### src/rtl/code_serializer_pkg.sv
// Shared definitions for the code serializer and its matching deserialiser.
package code_serializer_pkg;

   // Frame state encoding
   localparam logic [2:0] S_IDLE   = 3'd0;
   localparam logic [2:0] S_START  = 3'd1;
   localparam logic [2:0] S_DATA   = 3'd2;
   localparam logic [2:0] S_PARITY = 3'd3;
   localparam logic [2:0] S_STOP   = 3'd4;

   // Default code word width
   localparam int CODE_WIDTH = 4;

   // Serial line level when nothing is being sent
   localparam logic LINE_IDLE = 1'b1;

endpackage

### src/rtl/code_serializer_bit_timer.sv
// Bit-period timer: counts 0..CLKS_PER_BIT-1 and flags the last cycle of each bit.
// tick_next is the same flag one cycle early, so a client can register outputs
// that line up with the bit boundary instead of trailing it.
module bit_timer #(
   parameter int CLKS_PER_BIT = 4
) (
   input  logic clk,
   input  logic rst_n,
   input  logic clear,
   input  logic enable,
   output logic tick,
   output logic tick_next
);

   localparam int CW = (CLKS_PER_BIT > 1) ? $clog2(CLKS_PER_BIT) : 1;
   localparam logic [CW-1:0] LAST = CW'(CLKS_PER_BIT - 1);

   logic [CW-1:0] cnt, cnt_nxt;

   // Next count: clear wins, otherwise wrap at the end of the bit period
   always_comb begin
      cnt_nxt = cnt;
      if (clear)
         cnt_nxt = '0;
      else if (enable)
         cnt_nxt = (cnt == LAST) ? '0 : cnt + 1'b1;
   end

   // Counter register
   always_ff @(posedge clk or negedge rst_n) begin
      if (!rst_n) cnt <= '0;
      else        cnt <= cnt_nxt;
   end

   assign tick      = (cnt == LAST);
   assign tick_next = (cnt_nxt == LAST);

endmodule

### src/rtl/code_serializer.sv
// Serialises a parallel code word into a framed bitstream:
// start(0), data MSB first, optional even parity, stop(1).
// tx_out/busy/done are registered from the next-state values so they change
// exactly with the state and never glitch.
module code_serializer
   import code_serializer_pkg::*;
#(
   parameter int WIDTH        = CODE_WIDTH,
   parameter int CLKS_PER_BIT = 4,
   parameter int PARITY_EN    = 1
) (
   input  logic             clk,
   input  logic             rst_n,
   input  logic [WIDTH-1:0] code_in,
   input  logic             code_valid,
   output logic             code_ready,
   output logic             tx_out,
   output logic             busy,
   output logic             done
);

   localparam int BW = $clog2(WIDTH);

   logic [2:0]       state, state_nxt;
   logic [WIDTH-1:0] shreg, shreg_nxt;
   logic             par, par_nxt;
   logic [BW-1:0]    bit_cnt, bit_cnt_nxt;
   logic             tick, tick_next;
   logic             accept, last_bit;
   logic             tx_d, busy_d, done_d;

   assign code_ready = (state == S_IDLE);
   assign accept     = code_valid && code_ready;
   assign last_bit   = (bit_cnt == BW'(WIDTH - 1));

   // Timer held at zero in IDLE so the start bit always gets a full period
   bit_timer #(.CLKS_PER_BIT(CLKS_PER_BIT)) u_timer (
      .clk       (clk),
      .rst_n     (rst_n),
      .clear     (state == S_IDLE),
      .enable    (1'b1),
      .tick      (tick),
      .tick_next (tick_next)
   );

   // State register
   always_ff @(posedge clk or negedge rst_n) begin
      if (!rst_n) state <= S_IDLE;
      else        state <= state_nxt;
   end

   // Next-state logic: each non-idle state advances on the bit-period tick
   always_comb begin
      state_nxt = state;
      case (state)
         S_IDLE:   if (accept) state_nxt = S_START;
         S_START:  if (tick)   state_nxt = S_DATA;
         S_DATA:   if (tick && last_bit)
                      state_nxt = (PARITY_EN != 0) ? S_PARITY : S_STOP;
         S_PARITY: if (tick)   state_nxt = S_STOP;
         S_STOP:   if (tick)   state_nxt = S_IDLE;
         default:  state_nxt = S_IDLE;
      endcase
   end

   // Datapath next values: latch word and parity on accept, shift per data bit
   always_comb begin
      shreg_nxt   = shreg;
      par_nxt     = par;
      bit_cnt_nxt = bit_cnt;
      if (accept) begin
         shreg_nxt   = code_in;
         par_nxt     = ^code_in;
         bit_cnt_nxt = '0;
      end else if (state == S_DATA && tick) begin
         shreg_nxt   = {shreg[WIDTH-2:0], 1'b0};
         bit_cnt_nxt = last_bit ? '0 : bit_cnt + 1'b1;
      end
   end

   // Output decode from the state/data the block is about to enter
   always_comb begin
      tx_d   = LINE_IDLE;
      busy_d = (state_nxt != S_IDLE);
      done_d = (state_nxt == S_STOP) && tick_next;
      case (state_nxt)
         S_START:  tx_d = 1'b0;
         S_DATA:   tx_d = shreg_nxt[WIDTH-1];
         S_PARITY: tx_d = par_nxt;
         default:  tx_d = LINE_IDLE;
      endcase
   end

   // Datapath registers
   always_ff @(posedge clk or negedge rst_n) begin
      if (!rst_n) begin
         shreg   <= '0;
         par     <= 1'b0;
         bit_cnt <= '0;
      end else begin
         shreg   <= shreg_nxt;
         par     <= par_nxt;
         bit_cnt <= bit_cnt_nxt;
      end
   end

   // Registered line outputs
   always_ff @(posedge clk or negedge rst_n) begin
      if (!rst_n) begin
         tx_out <= LINE_IDLE;
         busy   <= 1'b0;
         done   <= 1'b0;
      end else begin
         tx_out <= tx_d;
         busy   <= busy_d;
         done   <= done_d;
      end
   end

endmodule

### config.mk
export PLATFORM = sky130hd
export DESIGN_NAME = code_serializer
export DESIGN_NICKNAME = d
export VERILOG_FILES = /design/src/rtl/code_serializer_pkg.sv /design/src/rtl/code_serializer_bit_timer.sv /design/src/rtl/code_serializer.sv
export SDC_FILE = /design/constraint.sdc
export NUM_CORES = 1
export LEC_CHECK = 0
export BUFFER_PORTS_ARGS = -buffer_cell sky130_fd_sc_hd__buf_4
export CAP_MARGIN = 20
export CORE_MARGIN = 2
export CORE_UTILIZATION = 45
export CTS_BUF_LIST = sky130_fd_sc_hd__clkbuf_8
export DETAILED_ROUTE_END_ITERATION = 8
export PLACE_DENSITY = 0.69
export SLEW_MARGIN = 20
export SYNTH_ARGS = -nofsm -noshare
export SYNTH_HDL_FRONTEND = slang
export SYNTH_SLANG_ARGS = --single-unit
### constraint.sdc
create_clock -name clk -period 3.8 [get_ports clk]
set_clock_uncertainty 0.05 [all_clocks]
set_input_delay 0 -clock clk [delete_from_list [all_inputs] [get_ports clk]]
set_output_delay 0 -clock clk [all_outputs]
set_load 0.01 [all_outputs]
Word level (Yosys, flattened, before mapping) --
Cells that the tools add are included.
Word-level totals: flip-flop bits (word level) 15, input bits 7, output and inout bits 4, logic and storage cells 45
Cells by class: add/sub/neg operators 2, equality and inequality tests 11, muxes and demuxes 15, reduce and logical (&&, ||, !) cells 8
Operator list (number):
- $mux 3 | 5
- $pmux 3 s5 | 1
- $eq 3x2->1 const B | 4
- $mux 2 | 5
- $mux 4 | 2
- $eq 2x2->1 const B | 3
- $eq 3x1->1 const B | 2
- $eq 3x3->1 const B | 2
- $add 2x1->2 const B | 2
- $logic_and 1x1->1 | 4
- $reduce_xor 4->1 | 1
- $logic_not 3->1 | 1
- $pmux 1 s3 | 1
- $reduce_bool 3->1 | 1
- $reduce_bool 2->1 | 1
- $mux 1 | 1

Depth between registers and ports, before layout --
depth after elaboration 6, gate-level depth with buffers 7, gate-level depth less buffers 5

By module --
A second synthesis with hierarchy kept.
Unflattened totals: cells, all modules 68, area total of the unflattened synthesis 760.7 µm²
By module, submodules not included:
- code_serializer | instances 1, cells an instance 57, area an instance 636.9 µm², seq. area each 326.6 µm²
- bit_timer | instances 1, cells an instance 11, area an instance 123.9 µm², seq. area each 50.0 µm²

Worst setup path before layout --
No wires, ideal clock.
path type register -> register, from register u_timer.cnt[0], to register tx_out, setup time 0.075 ns, data arrival time 1.392 ns, data required time 3.675 ns, slack 2.283 ns, stages on the path, launching flop included 8, buffers on the path 2, period minus slack after synthesis 1.517 ns, cell sequence dfrtp_1 ha_1 clkbuf_2 and4bb_1 buf_6 mux2i_1 and2_1 mux2i_1
On the way: word-level cells in the longest chain between the ends 6, elaborated cells between the ends (all ways) 14, those cells by class eq/ne (4); mux (8); reduce/logical (2)
RTL lines:
- from (decl) | RTL line code_serializer_bit_timer.sv:18 | logic [CW-1:0] cnt, cnt_nxt;
- from (signal assigned) | RTL line code_serializer_bit_timer.sv:32 | else cnt <= cnt_nxt;
- $eq 2x2->1 (*) | RTL line code_serializer_bit_timer.sv:35 | assign tick = (cnt == LAST);
- $logic_and 1x1->1 | RTL line code_serializer.sv:58 | S_DATA: if (tick && last_bit)
- $mux 3 | RTL line code_serializer.sv:58
- $pmux 3 s5 | RTL line code_serializer.sv:55 | case (state)
- $eq 3x2->1 or $eq 3x1->1 (tied branches) | RTL line code_serializer.sv:86 | case (state_nxt)
- $pmux 1 s3 (*) | RTL line code_serializer.sv:86
- named net tx_d | RTL line code_serializer.sv:30 | logic tx_d, busy_d, done_d;
- to (signal assigned) | RTL line code_serializer.sv:114 | tx_out <= tx_d;
- to (decl) | RTL line code_serializer.sv:17 | output logic tx_out,
The timed path passes the listed nets; every way through them passes the cells marked *. The select of a mux whose other input is x is not followed. A chain may end at the register's enable or synchronous reset.

Worst setup path after layout --
Ends and elaborated chain as after synthesis.

==> results_dict.tcl <==
set metrics [dict create \
    status "finished, final reports clean" \
    wire_per_inst_microns 12.5 \
    die_area_sq_um 1920 \
    cts_tree "yes" \
    viasPerCell 5.26 \
    drt-total-wl_mm 1.14 \
    crit_fanout 8 \
    ys.flop_type "dfrtp_1" \
    ys_seq_elements 15 \
    cp-start-kind "flip-flop" \
    yosysMostFrequentCell "dfrtp_1" \
    antennaDiodeCount 0 \
    dieWidth_microns 43.8 \
    gp_congestion 0.740 \
    grt.overflow.total 0 \
    slew_violations 0 \
    peakVddDrop_uv 315 \
    synth_area_sq_um 712 \
    required_ns 3.90 \
    core_sq_um 1490 \
    io_buffers 10 \
    seq_area_frac_synth 0.529 \
    drt_first_pass_iters 4 \
    cts_max_level 1 \
    leakage_nw 0.404 \
    grt_usage 0.146 \
    drv_cap 0 \
    synth-simple-area-share 0.156 \
    numCtsBuffers 3 \
    cts-root-buf "clkbuf_8" \
    drc 0 \
    cts_repair_resize_count 0 \
    initial_core_util 0.478 \
    min_path_type "input pin to flip-flop" \
    synth_top_family_by_area "simple AND/OR/NAND/NOR gates" \
    io_pins 11 \
    synth_top_area_frac 0.492 \
    final_antenna_net_count 0 \
    syn_avg_cell_area_sq_um 11.5 \
    fin_crit_ns 1.66 \
    cts_sinks 15 \
    synth_mux_area_frac 0.0562 \
    crit_start "u_timer.cnt[0]" \
    grt_pass1_vias 470 \
    synth.distinct_cells 26 \
    hold_viol 0 \
    grt_max_degree 16 \
    period_share 0.438 \
    pwr_density_cell_nw_per_um2 720 \
    setup_viol 0 \
    post_dp_cell_area_sq_um 768 \
    grt_pass1_wl_mm 2.01 \
    die_height_microns 43.8 \
    arrival_ns 1.77 \
    synth_common_cells "dfrtp_1 (14), nor2_1 (6), a21oi_1 (4), mux2i_1 (4)" \
    yosys-top-cells-area "dfrtp_1 (49%), mux2i_1 (5.6%), buf_6 (4.7%)" \
    yosysTopAreaCell "dfrtp_1" \
    antenna_found_initial 0 \
    cts_buffer_depth 2 \
    syn_nets 71 \
    slew-limit-headroom 0.665 \
    clk_pin_slew_ns 0.06 \
    cp-end-kind "flip-flop" \
    tns_ns 0 \
    clk_latency_ns 0.24 \
    synth_adder_area_share 0.0351 \
    area_growth_syn_to_layout_pct 18.6 \
    yosysWarnings 0 \
    synth_compound_area_frac 0.127 \
    synth_edf_count 0 \
    syn_inst 62 \
    max_freq_mhz 601 \
    async_flop_share 1.00 \
    vias 479 \
    drive_gt1_frac 0.227 \
    num-nets-final 85 \
    synthXorXnorAreaFrac 0.0369 \
    r2r_start "u_timer.cnt[0]" \
    path_class "flip-flop to flip-flop" \
    worst_pin_slew_ns 0.502 \
    hp-start "code_valid" \
    hpwl_microns 823 \
    rsz0062_at_grt "no" \
    drt_iter0_drc 10 \
    rows 14 \
    fin_area_sq_um 845 \
]
## report_power, final
| group | leakage [nW] | internal [mW] | switching [mW] |
|---|---|---|---|
| Clock | 0.0255 | 0.0724 | 0.0535 |
| Sequential | 0.183 | 0.228 | 0.0443 |
| Combinational | 0.196 | 0.107 | 0.103 |
| Total | 0.404 | 0.407 | 0.201 |
## routing by layer
metal	global-route usage	wire [microns]
met1	0.202	551
met2	0.209	541
met3	0.0292	28
met4	0.0909	15
met5	0	0
## layout make-up
class | count | area, sq um
timing repair buffer | 13 | 105
sequential | 15 | 377
tap | 16 | 20.0
clock buffer | 3 | 41.3
clock inverter | 1 | 5.00
multi-input combinational | 42 | 293
inverter | 1 | 3.75
fill | 122 | 644
## cell families (layout without fill, tap and decap cells)
family | Yosys count | in the layout
compound gates | 13 | 13
xor+xnor | 3 | 3
fa+ha+maj | 2 | 2
buf+inv | 5 | 18
flops | 15 | 15
mux | 4 | 4
simple gates | 20 | 20
## path summary, 6_finish.rpt
kind | end | slack [ns] | cells past startpoint
min reg2reg | u_timer.cnt[0] | 0.40 | 1
min in group asynchronous | u_timer.cnt[1] | 0.09 | 2
max | tx_out | 2.14 | 5
max in group asynchronous | tx_out | 3.37 | 2
min | shreg[3] | 0.002 | 3
max reg2reg | tx_out | 2.14 | 5
## sequential cells by signal, indices dropped and copies added, names as in the netlist
signal,cells
bit_cnt,2
busy,1
done,1
par,1
shreg,4
state,3
tx_out,1
u_timer.cnt,2
## what timing repair did
item,4_1_cts,5_1_grt
hold buffers,3,0
setup buffers,0,0
hold endpoints to repair,17,0
## stage by stage
stage          power, mW  worst slack [ns]  hold WS, ns  instances  utilization
2_1_floorplan      0.434              2.28       -0.346         62            -
6_report           0.608              2.14      0.00198         91        0.567
3_3_place_gp       0.477              2.12       -0.189         84        0.516
4_1_cts            0.614              2.12      0.00264         91        0.567
3_5_place_dp       0.483              2.13       -0.185         84        0.516
5_1_grt            0.656              1.98       0.0217         91        0.567
## worst max-delay path, stage by stage, from the launching register on
cell and delay [ns]:
dfrtp_1 0.35, ha_1 0.30, and4bb_1 0.42, mux2i_1 0.25, and2_1 0.15, mux2i_1 0.06
## placed cells by master (no fill, tap or decap), types with 3 or more instances in the layout
master | Yosys | final
mux2i_1 | 4 | 4
nor2_1 | 6 | 6
clkbuf_8 | 0 | 3
a22o_1 | 3 | 3
dlygate4sd3_1 | 0 | 3
buf_4 | 0 | 10
a21oi_1 | 4 | 4
dfrtp_1 | 14 | 14
(Power assumes the default switching activity.)
